**config.mk**
```make
export PLATFORM = sky130hd
export DESIGN_NAME = ddp_token_io
export DESIGN_NICKNAME = d
export VERILOG_FILES = /design/src/rtl/ddp_token_io.sv
export SDC_FILE = /design/constraint.sdc
export NUM_CORES = 1
export LEC_CHECK = 0
export CORE_ASPECT_RATIO = 0.5
export CORE_MARGIN = 2
export CORE_UTILIZATION = 35
export CTS_CLUSTER_DIAMETER = 80
export CTS_CLUSTER_SIZE = 28
export DETAILED_ROUTE_END_ITERATION = 10
export GPL_ROUTABILITY_DRIVEN = 0
export PLACE_DENSITY_LB_ADDON = 0.05
export SLEW_MARGIN = 20
export SYNTH_ARGS = -nofsm -noshare
export SYNTH_HDL_FRONTEND = slang
export SYNTH_SLANG_ARGS = --single-unit
```
**constraint.sdc**
```tcl
create_clock -name CLK -period 3.4 [get_ports CLK]
set_input_delay 0.68 -clock CLK [delete_from_list [all_inputs] [get_ports CLK]]
set_output_delay 0.68 -clock CLK [all_outputs]
set_load 0.005 [all_outputs]
```
**src/rtl/ddp_token_io.sv**
```systemverilog
// ddp_token_io: turns BIN level changes into {SEQ,BIN} tokens for a 4-phase send to the DDP, and
// captures DDP results from a second 4-phase channel onto LED. Send rises one edge after the push.
// Backpressure: tokens queue in a DEPTH-entry FIFO; a change that meets a full FIFO is dropped (STAT[0]).
// Build option: define DDP_TOKEN_TIMEOUT_EN to abandon a TX handshake after TO_CYC cycles (STAT[1]).
module ddp_token_io #(
   parameter int DEPTH  = 4,
   parameter int TO_CYC = 1024
) (
   input  logic       CLK,
   input  logic       nRST,
   input  logic [3:0] BIN,
   output logic       Send_in_DDP,
   input  logic       Ack_in_DDP,
   output logic [7:0] Data_in_DDP,
   input  logic       Send_out_DDP,
   output logic       Ack_out_DDP,
   input  logic [7:0] Data_out_DDP,
   output logic [3:0] LED,
   output logic [1:0] STAT
);

   localparam int AW = (DEPTH > 2) ? $clog2(DEPTH) : 1;
   localparam logic [AW:0] FULL_CNT = DEPTH[AW:0];

   typedef enum logic [1:0] {IDLE, REQ, REL} tx_state_t;
   typedef enum logic       {R_IDLE, R_ACK}  rx_state_t;

   // change detection and sequence numbering
   logic [3:0]    bin_q;
   logic [3:0]    seq;
   logic          chg;
   logic          push;
   logic          ovf_q;

   // token FIFO
   logic [7:0]    fifo_mem [DEPTH];
   logic [AW-1:0] wr_ptr;
   logic [AW-1:0] rd_ptr;
   logic [AW:0]   fifo_cnt;
   logic          fifo_empty;
   logic          fifo_full;
   logic [7:0]    fifo_head;
   logic          pop;

   // synchronizers for the two asynchronous handshake inputs
   logic [1:0]    ack_sync;
   logic [1:0]    send_sync;
   logic          ack_s;
   logic          send_s;

   // TX side
   tx_state_t     tx_state;
   tx_state_t     tx_next;
   logic          send_nxt;

   // RX side
   rx_state_t     rx_state;
   rx_state_t     rx_next;
   logic          ack_out_nxt;
   logic          capture;
   logic [7:0]    rx_dat;
   logic [3:0]    unused_rx_hi;

   assign chg        = (BIN != bin_q);
   assign fifo_empty = (fifo_cnt == '0);
   assign fifo_full  = (fifo_cnt == FULL_CNT);
   assign fifo_head  = fifo_mem[rd_ptr];
   // a full FIFO still accepts a token when the head leaves in the same cycle
   assign push       = chg && (!fifo_full || pop);
   assign ack_s      = ack_sync[1];
   assign send_s     = send_sync[1];

   // sample BIN, number accepted tokens, remember any dropped token
   always_ff @(posedge CLK or negedge nRST) begin
      if (!nRST) begin
         bin_q <= 4'd0;
         seq   <= 4'd0;
         ovf_q <= 1'b0;
      end else begin
         bin_q <= BIN;
         if (push) begin
            seq <= seq + 4'd1;
         end
         if (chg && !push) begin
            ovf_q <= 1'b1;
         end
      end
   end

   // FIFO pointers and occupancy; reset discards everything queued
   always_ff @(posedge CLK or negedge nRST) begin
      if (!nRST) begin
         wr_ptr   <= '0;
         rd_ptr   <= '0;
         fifo_cnt <= '0;
      end else begin
         if (push) begin
            wr_ptr <= wr_ptr + 1'b1;
         end
         if (pop) begin
            rd_ptr <= rd_ptr + 1'b1;
         end
         case ({push, pop})
            2'b10:   fifo_cnt <= fifo_cnt + 1'b1;
            2'b01:   fifo_cnt <= fifo_cnt - 1'b1;
            default: fifo_cnt <= fifo_cnt;
         endcase
      end
   end

   // FIFO storage; contents are meaningless until written, so no reset
   always_ff @(posedge CLK) begin
      if (push) begin
         fifo_mem[wr_ptr] <= {seq, BIN};
      end
   end

   // two-flop synchronizers for Ack_in_DDP and Send_out_DDP
   always_ff @(posedge CLK or negedge nRST) begin
      if (!nRST) begin
         ack_sync  <= 2'b00;
         send_sync <= 2'b00;
      end else begin
         ack_sync  <= {ack_sync[0], Ack_in_DDP};
         send_sync <= {send_sync[0], Send_out_DDP};
      end
   end

`ifdef DDP_TOKEN_TIMEOUT_EN
   localparam int TW = (TO_CYC > 2) ? $clog2(TO_CYC) : 1;
   localparam logic [TW-1:0] TO_LAST = TW'(TO_CYC - 1);

   logic [TW-1:0] to_cnt;
   logic          to_hit;
   logic          to_q;

   assign to_hit = (tx_state != IDLE) && (to_cnt == TO_LAST);

   // handshake watchdog: counts cycles spent in one non-idle state
   always_ff @(posedge CLK or negedge nRST) begin
      if (!nRST) begin
         to_cnt <= '0;
         to_q   <= 1'b0;
      end else begin
         if ((tx_state == IDLE) || (tx_next != tx_state)) begin
            to_cnt <= '0;
         end else begin
            to_cnt <= to_cnt + 1'b1;
         end
         if (to_hit) begin
            to_q <= 1'b1;
         end
      end
   end

   assign STAT = {to_q, ovf_q};
`else
   logic [31:0] unused_to_cyc;

   // no watchdog in this build: TO_CYC has no effect and STAT[1] stays low
   assign unused_to_cyc = TO_CYC;
   assign STAT          = {1'b0, ovf_q};
`endif

   // TX next state: start a token only from IDLE with the DDP ack seen low
   always_comb begin
      tx_next  = tx_state;
      send_nxt = Send_in_DDP;
      pop      = 1'b0;
      case (tx_state)
         IDLE: begin
            if (!fifo_empty && !ack_s) begin
               pop      = 1'b1;
               send_nxt = 1'b1;
               tx_next  = REQ;
            end
         end
         REQ: begin
            if (ack_s) begin
               send_nxt = 1'b0;
               tx_next  = REL;
            end
         end
         REL: begin
            if (!ack_s) begin
               tx_next = IDLE;
            end
         end
         default: begin
            send_nxt = 1'b0;
            tx_next  = IDLE;
         end
      endcase
`ifdef DDP_TOKEN_TIMEOUT_EN
      if (to_hit) begin
         send_nxt = 1'b0;
         tx_next  = IDLE;
      end
`endif
   end

   // TX state, request line and token register (held until IDLE is re-entered)
   always_ff @(posedge CLK or negedge nRST) begin
      if (!nRST) begin
         tx_state    <= IDLE;
         Send_in_DDP <= 1'b0;
         Data_in_DDP <= 8'd0;
      end else begin
         tx_state    <= tx_next;
         Send_in_DDP <= send_nxt;
         if (pop) begin
            Data_in_DDP <= fifo_head;
         end
      end
   end

   // RX next state: capture on synchronized send, release when it drops
   always_comb begin
      rx_next     = rx_state;
      ack_out_nxt = Ack_out_DDP;
      capture     = 1'b0;
      case (rx_state)
         R_IDLE: begin
            if (send_s) begin
               capture     = 1'b1;
               ack_out_nxt = 1'b1;
               rx_next     = R_ACK;
            end
         end
         R_ACK: begin
            if (!send_s) begin
               ack_out_nxt = 1'b0;
               rx_next     = R_IDLE;
            end
         end
         default: begin
            ack_out_nxt = 1'b0;
            rx_next     = R_IDLE;
         end
      endcase
   end

   // RX state, acknowledge line and captured result
   always_ff @(posedge CLK or negedge nRST) begin
      if (!nRST) begin
         rx_state    <= R_IDLE;
         Ack_out_DDP <= 1'b0;
         rx_dat      <= 8'd0;
      end else begin
         rx_state    <= rx_next;
         Ack_out_DDP <= ack_out_nxt;
         if (capture) begin
            rx_dat <= Data_out_DDP;
         end
      end
   end

   // only the low nibble of a result drives anything
   assign LED          = rx_dat[3:0];
   assign unused_rx_hi = rx_dat[7:4];

endmodule
```
# Yosys cells after proc, flatten, opt, wreduce, memory -nomap -nowiden
# Memories as Yosys holds them, arrays and structs flattened. A register that Yosys moved wholly into a read port is not among the register bits.
# Cells that the tools add are included.
[classes] add_sub_neg=5 eq_ne=11 bitwise_logic=2 muxes=17 reduce_logical=15
[ops] operator="2-to-1 mux 1 bit" count=10
[ops] operator="!= test 2 bit (second input constant)" count=5
[ops] operator="2-to-1 mux 2 bit" count=3
[ops] operator="one-hot mux 2 bit (3 select lines)" count=1
[ops] operator="one-hot mux 3 bit (2 select lines)" count=1
[ops] operator="AND reduction 3 bit" count=2
[ops] operator="logical NOT 1 bit" count=5
[ops] operator="adder 2 x 1 -> 2 bit (second input constant)" count=2
[ops] operator="adder 4 x 1 -> 4 bit (second input constant)" count=1
[ops] operator="equality test 2 x 1 -> 1 bit (second input constant)" count=2
[ops] operator="equality test 2 bit (second input constant)" count=2
[ops] operator="!= test 4 bit" count=1
[ops] operator="adder 3 x 1 -> 3 bit (second input constant)" count=1
[ops] operator="equality test 3 bit (second input constant)" count=1
[ops] operator="logical AND 1 bit" count=3
[ops] operator="logical NOT 3 bit" count=1
[ops] operator="one-hot mux 1 bit (3 select lines)" count=1
[ops] operator="subtractor 3 x 1 -> 3 bit (second input constant)" count=1
[ops] operator="logical NOT 2 bit" count=1
[ops] operator="inverter 1 bit" count=2
[ops] operator="one-hot mux 1 bit (2 select lines)" count=1
[ops] operator="AND reduction 2 bit" count=1
[ops] operator="nonzero test 2 bit" count=1
[ops] operator="logical OR 1 bit" count=1
[word_totals] n_memories=1 input_bits=16 reg_bits=29 ram_bits=32
[memory_table] name="fifo_mem" depth=4 width=8 read_ports=1 rd_clocked_by_memory_dff=1 write_ports=1 line="36" text="logic [7:0] fifo_mem [DEPTH];"

# Depth between registers and ports, before layout
# Gate-level depths: netlist of the first run.
[logic_depth] depth_word=9 ltp_mapped=7 ltp_nobuf=6

# Worst setup path before layout of the first run
# OpenSTA, ideal clock, no wires.
[synth_timing] kind="input port to flip-flop" from="input port BIN[1]" to="register fifo_cnt[2]" path_buffers=0 slack_ns=0.705 setup_ns=0.094 arrival_time_ns=2.601 required_ns=3.306 cell_stages=6 cell_sequence="xor2_1 > nor4_4 > nand2_1 > fa_1 > or4_4 > a221oi_2"
[synth_between] elab_chain_len=4
[synth_lines] item="start, declared" line="11" text="input logic [3:0] BIN,"
[synth_lines] item="!= test 4 bit *" line="64" text="assign chg = (BIN != bin_q);"
[synth_lines] item="logical AND 1 bit *" line="69" text="assign push = chg && (!fifo_full || pop);"
[synth_lines] item="equality test 2 x 1 -> 1 bit or equality test 2 bit (tied branches)" line="103" text="case ({push, pop})"
[synth_lines] item="one-hot mux 3 bit (2 select lines) or nonzero test 2 bit (tied branches)"
[synth_lines] item="end signal, assigned" line="104" text="2'b10: fifo_cnt <= fifo_cnt + 1'b1;"
[synth_lines] item="end signal, assigned" line="105" text="2'b01: fifo_cnt <= fifo_cnt - 1'b1;"
[synth_lines] item="end signal, assigned" line="106" text="default: fifo_cnt <= fifo_cnt;"
[synth_lines] item="end, declared" line="39" text="logic [AW:0] fifo_cnt;"
# Every way passes the cells marked *; elsewhere a longest branch is shown, timed or not.
# A chain may end at the register's enable or synchronous reset.

# Worst setup path after layout of the first run
[layout_timing] from="input port BIN[0]" to="register fifo_cnt[2]"
# The elaborated chain is that of the path after synthesis.

==> flow_summary.json, run 1 <==
{
  "status": "completed",
  "p_per_area_mw_per_mm2": 920.1,
  "avgRoutedWirePerCell_um": 14.85,
  "path_class": "input port to flip-flop",
  "cts_max_level": 3,
  "cp.required_ps": 3640,
  "r2r-end": "fifo_cnt[2]$_DFFE_PN0P_",
  "num_rows": 22,
  "reg2reg_slack_ps": 920,
  "dp_hpwl_um": 3126,
  "synth-async-reset-ratio_pct": 53.62,
  "cts.sinks": 69,
  "setup_viol": 0,
  "cts_tree": "yes",
  "utilization_pct": 45.72,
  "worst_setup_path_end_kind": "flip-flop",
  "cts_setup_buffers": 0,
  "rsz0062_at_grt": "false",
  "die_area_mm2": 0.008599,
  "grt_pass1_vias": 1450,
  "die_w_um": 129.2,
  "drtPass1Iterations": 4,
  "cp.arrival_ps": 3110,
  "fin_skew_ps": 7.675,
  "grt.total_usage_pct": 13.41,
  "startpoint": "BIN[0]",
  "tns_ps": 0,
  "maxCapViolations": 0,
  "synth_nets": 197,
  "cts.root.buffer_cell": "clkbuf_16",
  "cts_inserted_buffers": 9,
  "fp.dieH_um": 66.58,
  "via_count": 1408,
  "vias_per_cell": 4.400,
  "yosys_warnings": 0,
  "worstHoldStart": "send_sync[0]$_DFF_PN0_",
  "ir_worst_vdd_mv": 0.3244,
  "slew_viol_final": 0,
  "worst_slew_pin_slew_ps": 871.5,
  "synth_top_cell_by_area": "edfxtp_1",
  "grt_pass1_wl_um": 7928,
  "cts_buffer_depth": 2,
  "start_util_pct": 36.75,
  "cts-hold-fix-buffers": 0,
  "synth-edff-count": 32,
  "drt-initial-drc-count": 70,
  "finalHoldViolations": 0,
  "fin_crit_sh_pct": 84.47,
  "grt_start_max_net_pins": 38,
  "power.leakage_nw": 1.348,
  "grt_overflow_total": 0,
  "antenna_found_initial": 0,
  "drcViolationCount": 0,
  "synth_seq_cells": 69,
  "syn_area_mm2": 0.002741,
  "crit_fanout": 6,
  "min_path_type": "flip-flop to flip-flop",
  "synth_common_cells": "37 x dfrtp_1, 32 x edfxtp_1, 29 x nand2_1",
  "drive_above_1_share_pct": 17.45,
  "routed_wl_um": 4752,
  "start_kind": "input port",
  "yosysSeqAreaShare_pct": 68.83,
  "synthCells": 174,
  "syn_area_per_cell_um2": 15.76,
  "drtAntennaViolNets": 0,
  "cts_resized": 0,
  "yosysMostFrequentCell": "dfrtp_1",
  "power.total_mw": 3.138,
  "synth_top_flop_cell": "dfrtp_1",
  "clk_pin_slew_ps": 50,
  "synth.top_cell.area_share_pct": 35.05,
  "diodes": 0,
  "synthTopCellsByArea": "edfxtp_1 35%, dfrtp_1 34%, mux4_2 6.6%, nand2_1 4.0%, ha_1 2.7%",
  "clock.fmax_ghz": 0.3482,
  "r2r_cells": 7,
  "core-area_mm2": 0.007460,
  "area_delta_synth_final_pct": 24.42,
  "regToRegStartpoint": "tx_state[0]$_DFFE_PN0P_",
  "clock_latency_ps": 330,
  "ys_types": 35,
  "relSlewSlack_pct": 41.90,
  "min_path_cells": 0,
  "hold-path-endpoint": "send_sync[1]$_DFF_PN0_",
  "io_pins": 32,
  "io_buffers": 26,
  "min_period_ps": 2872,
  "fin_nets": 231
}
-- cell type report --
type	instances	area [um2]
clock buffer	9	225.2
clock inverter	6	65.06
fill	665	4049
inverter	6	22.52
multi-input combinational	92	790.8
sequential	69	1887
tap	108	135.1
timing repair buffer	30	285.3
-- where the power goes --
group | leakage, nW | switching, mW | internal, mW | total (mW)
clock network | 0.141 | 0.340 | 0.562 | 0.902
logic | 0.474 | 0.364 | 0.434 | 0.798
registers | 0.733 | 0.209 | 1.23 | 1.44
-- metal layers --
layer  part of all wire, %  routed length [um]  track usage (%)  vias up
met4                   1.3                  63            5.707        0
met1                    52                2483            17.47      682
met2                    40                1908            18.95       32
met5                     0                   0                0        -
li1                      -                   -                -      688
met3                   6.2                 296            6.586        6
-- per-stage QoR --
step | hold slack [ps] | setup slack [ps] | std cells | instance area (um2)
4_1_cts | 347.1 | 513.3 | 320 | 3411
3_5_place_dp | 337.9 | 163.3 | 305 | 3120
5_1_grt | 351.0 | 420.9 | 320 | 3411
3_3_place_gp | 334.1 | 217.7 | 305 | 3120
2_1_floorplan | 331.2 | 705.5 | 174 | 2741
6_report | 345.3 | 528.1 | 320 | 3411
-- critical path, cell delays in order --
cell and delay, ps:
clkdlybuf4s50_1 500, xor2_1 200, nor4_4 380, nand2_1 120
fa_1 440, or4_4 560, a221oi_2 230
-- layout by cell type (no fill, tap or decap), types with 5 or more instances in the layout --
cell             Yosys  layout
dfrtp_1             37      37
clkdlybuf4s50_1      0      25
clkbuf_16            0       9
edfxtp_1            32      32
inv_1                6       6
ha_1                 6       6
and2_1               5       5
nand2_1             29      29
mux4_2               8       8
xor2_1               8       8
-- kinds of logic after synthesis --
kind of cell    count (synthesis)  share of synthesized area, %
compound gates                  5                         1.415
xor+xnor                       12                         3.834
fa+ha+maj                       7                         3.469
buf+inv                        13                         2.327
flops                          69                         68.83
mux                            17                         10.13
other cells                     1                        0.1368
simple gates                   50                         9.859
-- worst max path at each step --
stage,to,slack [ps],depth (start not counted)
2_1_floorplan,fifo_cnt[2]$_DFFE_PN0P_,710,6
3_3_place_gp,fifo_cnt[2]$_DFFE_PN0P_,220,7
3_5_place_dp,fifo_cnt[2]$_DFFE_PN0P_,160,7
4_1_cts,fifo_cnt[2]$_DFFE_PN0P_,510,7
5_1_grt,fifo_cnt[2]$_DFFE_PN0P_,420,7
6_report,fifo_cnt[2]$_DFFE_PN0P_,530,7
-- flip-flops by register name (all words and copies together) (netlist names) --
name / cells
wr_ptr: 2
send_sync: 2
Data_in_DDP: 8
rx_state: 1
ovf_q: 1
rx_dat: 4
ack_sync: 2
Send_in_DDP: 1
fifo_cnt: 3
seq: 4
tx_state: 2
fifo_mem: 32
Ack_out_DDP: 1
bin_q: 4
rd_ptr: 2
No activity file was read; power rests on OpenSTA's default activity.
==> run 2: changes to the inputs <==
==> constraint.sdc (replaced) <==
create_clock -name CLK -period 2.85 [get_ports CLK]
set_input_delay 0.57 -clock CLK [delete_from_list [all_inputs] [get_ports CLK]]
set_output_delay 0.57 -clock CLK [all_outputs]
set_load 0.005 [all_outputs]
==> run 2 against run 1 <==
Power up 26%; design area is 3.5% higher; sequential share of layout area decreased by 1.9 points; clock skew about the same; non-clock buffer count is 11 higher; core utilization up 1.6 points; sequential cell count unchanged; first-iteration DRC count grew 26%; clock-buffer cell count unchanged; sequential power up 20%; global-route usage grew 0.74 points; critical endpoint unchanged; highest routed layer is now met3.
==> flow_summary.json, run 2 (same netlist as run 1, synthesis figures left out) <==
{
  "cts_buffer_depth": 2,
  "core-area_mm2": 0.007460,
  "p_comb_share_pct": 26.8,
  "cts_resized": 0,
  "ir_worst_vdd_mv": 0.4101,
  "worstSetupEndpoint": "fifo_cnt[2]$_DFFE_PN0P_",
  "antenna_found_initial": 0,
  "fin_skew_ps": 7.244,
  "cts.root.buffer_cell": "clkbuf_16",
  "clock_power_share_pct": 29.5,
  "worst_setup_path_end_kind": "flip-flop",
  "fin_crit_sh_pct": 91.94,
  "grt_pass1_vias": 1556,
  "grt_pass1_wl_um": 8452,
  "multiInputGateArea_um2": 790.8,
  "grt_start_max_net_pins": 38,
  "slew_viol_final": 0,
  "path_class": "input port to flip-flop",
  "setup_viol": 0,
  "crit_path_top_delay_cell": "or4_4",
  "r2r-end": "fifo_cnt[2]$_DFFE_PN0P_",
  "r2r_cells": 6,
  "seq_area_mm2": 0.001887,
  "cp.required_ps": 3090,
  "start_util_pct": 36.75,
  "final_cell_mix": "37 x dfrtp_1, 32 x edfxtp_1, 29 x nand2_1",
  "cts_inserted_buffers": 9,
  "p_int_mw": 2.835,
  "grt.total_usage_pct": 14.15,
  "startpoint": "BIN[1]",
  "grt_overflow_total": 0,
  "drive_above_1_share_pct": 21.88,
  "min_period_ps": 2620,
  "cts_max_level": 3,
  "cts-hold-fix-buffers": 0,
  "cts_setup_buffers": 0,
  "maxCapViolations": 0,
  "post_dp_cell_area_mm2": 0.003216,
  "cts_tree": "yes",
  "p_per_area_mw_per_mm2": 1124,
  "die_w_um": 129.2,
  "io_buffers": 26,
  "via_count": 1437,
  "top_register": "fifo_mem",
  "fp.dieH_um": 66.58,
  "clock_latency_ps": 330,
  "start_kind": "input port",
  "die_area_mm2": 0.008599,
  "cts.sinks": 69,
  "critPathMaxStageDelay_ps": 540,
  "reg2reg_slack_ps": 510,
  "diodes": 0,
  "drt-initial-drc-count": 88,
  "p_sw_mw": 1.133,
  "relSlewSlack_pct": 42.58,
  "final_common_cell": "dfrtp_1",
  "status": "completed",
  "power.total_mw": 3.968,
  "drcViolationCount": 0,
  "cp_cell_sequence": "clkdlybuf4s50_1 -> xor2_1 -> nor4_4 -> nand2_1 -> fa_1 -> or4_4 -> a221oi_2",
  "routed_wl_um": 5041,
  "dp_hpwl_um": 3338,
  "regToRegStartpoint": "bin_q[1]$_DFF_PN0_",
  "clock.fmax_ghz": 0.3816,
  "vias_per_cell": 4.328,
  "worst_slew_pin_slew_ps": 861.3,
  "num-fill-cells": 664,
  "seqPwrFrac_pct": 43.6,
  "largest_reg_flops": 32,
  "fin_nets": 242,
  "drtAntennaViolNets": 0,
  "drtPass1Iterations": 4,
  "p_sw_share_pct": 28.56,
  "min_path_type": "input port to async pin",
  "utilization_pct": 47.33,
  "rsz0062_at_grt": "false",
  "finalHoldViolations": 0,
  "clk_pin_slew_ps": 60,
  "final_area_mm2": 0.003531,
  "crit_fanout": 2,
  "num_rows": 22,
  "avgRoutedWirePerCell_um": 15.18,
  "cp.arrival_ps": 2860,
  "io_pins": 32,
  "top_regs": "fifo_mem: 32 flops, Data_in_DDP: 8 flops",
  "area_delta_synth_final_pct": 28.80,
  "power.leakage_nw": 1.417
}
## run 2: worst min path at each step
stage / startpoint / depth (start not counted) / slack, ps / end
after detailed placement: ack_sync[0]$_DFF_PN0_ / 0 / 340 / ack_sync[1]$_DFF_PN0_
after global placement: send_sync[0]$_DFF_PN0_ / 0 / 340 / send_sync[1]$_DFF_PN0_
final: nRST / 1 / 340 / bin_q[3]$_DFF_PN0_
after global routing: send_sync[0]$_DFF_PN0_ / 0 / 370 / send_sync[1]$_DFF_PN0_
after CTS: send_sync[0]$_DFF_PN0_ / 0 / 360 / send_sync[1]$_DFF_PN0_
after floorplan: nRST / 0 / 270 / Ack_out_DDP$_DFFE_PN0P_
## run 2: area by class of cell
class | instances | area share (%)
sequential | 69 | 53.44
tap | 108 | 3.827
inverter | 6 | 0.6378
clock buffer | 9 | 6.378
multi-input combinational | 92 | 22.40
clock inverter | 7 | 2.551
timing repair buffer | 41 | 10.77
## run 2: critical path: cells and delay by family
| kind | cells | cell delay, ps |
|---|---|---|
| AND/OR/NAND/NOR | 3 | 1060 |
| buffers and inverters | 1 | 430 |
| adder cells (fa/ha/maj) | 1 | 400 |
| AO/OA/AOI/OAI | 1 | 230 |
| XOR/XNOR | 1 | 170 |
## run 2: stage by stage
step | setup WS (ps) | cells | hold slack [ps] | TNS [ps]
4_1_cts | 213.9 | 332 | 361.8 | 0
6_report | 229.7 | 332 | 342.4 | 0
2_1_floorplan | 265.5 | 174 | 274.4 | 0
5_1_grt | 104.9 | 332 | 366.3 | 0
3_5_place_dp | -139.5 | 316 | 340.3 | -139.5
3_3_place_gp | -114.7 | 316 | 335.4 | -114.7
## run 2: power groups by stage
stage                     clock, mW  combinational (mW)  sequential, mW
after CTS                      1.20                1.10            1.74
final                          1.17                1.07            1.73
after floorplan                   0               0.689            1.63
after global routing           1.26                1.21            1.79
after detailed placement          0                1.09            1.75
after global placement            0                1.08            1.73
## run 2: per-layer routing
metal | GRT usage, % | wire, um | part of all wire [%]
met5 | 0 | 0 | 0
met4 | 2.853 | 0 | 0
met3 | 8.193 | 293 | 5.8
met2 | 20.46 | 2145 | 43
met1 | 18.47 | 2602 | 52
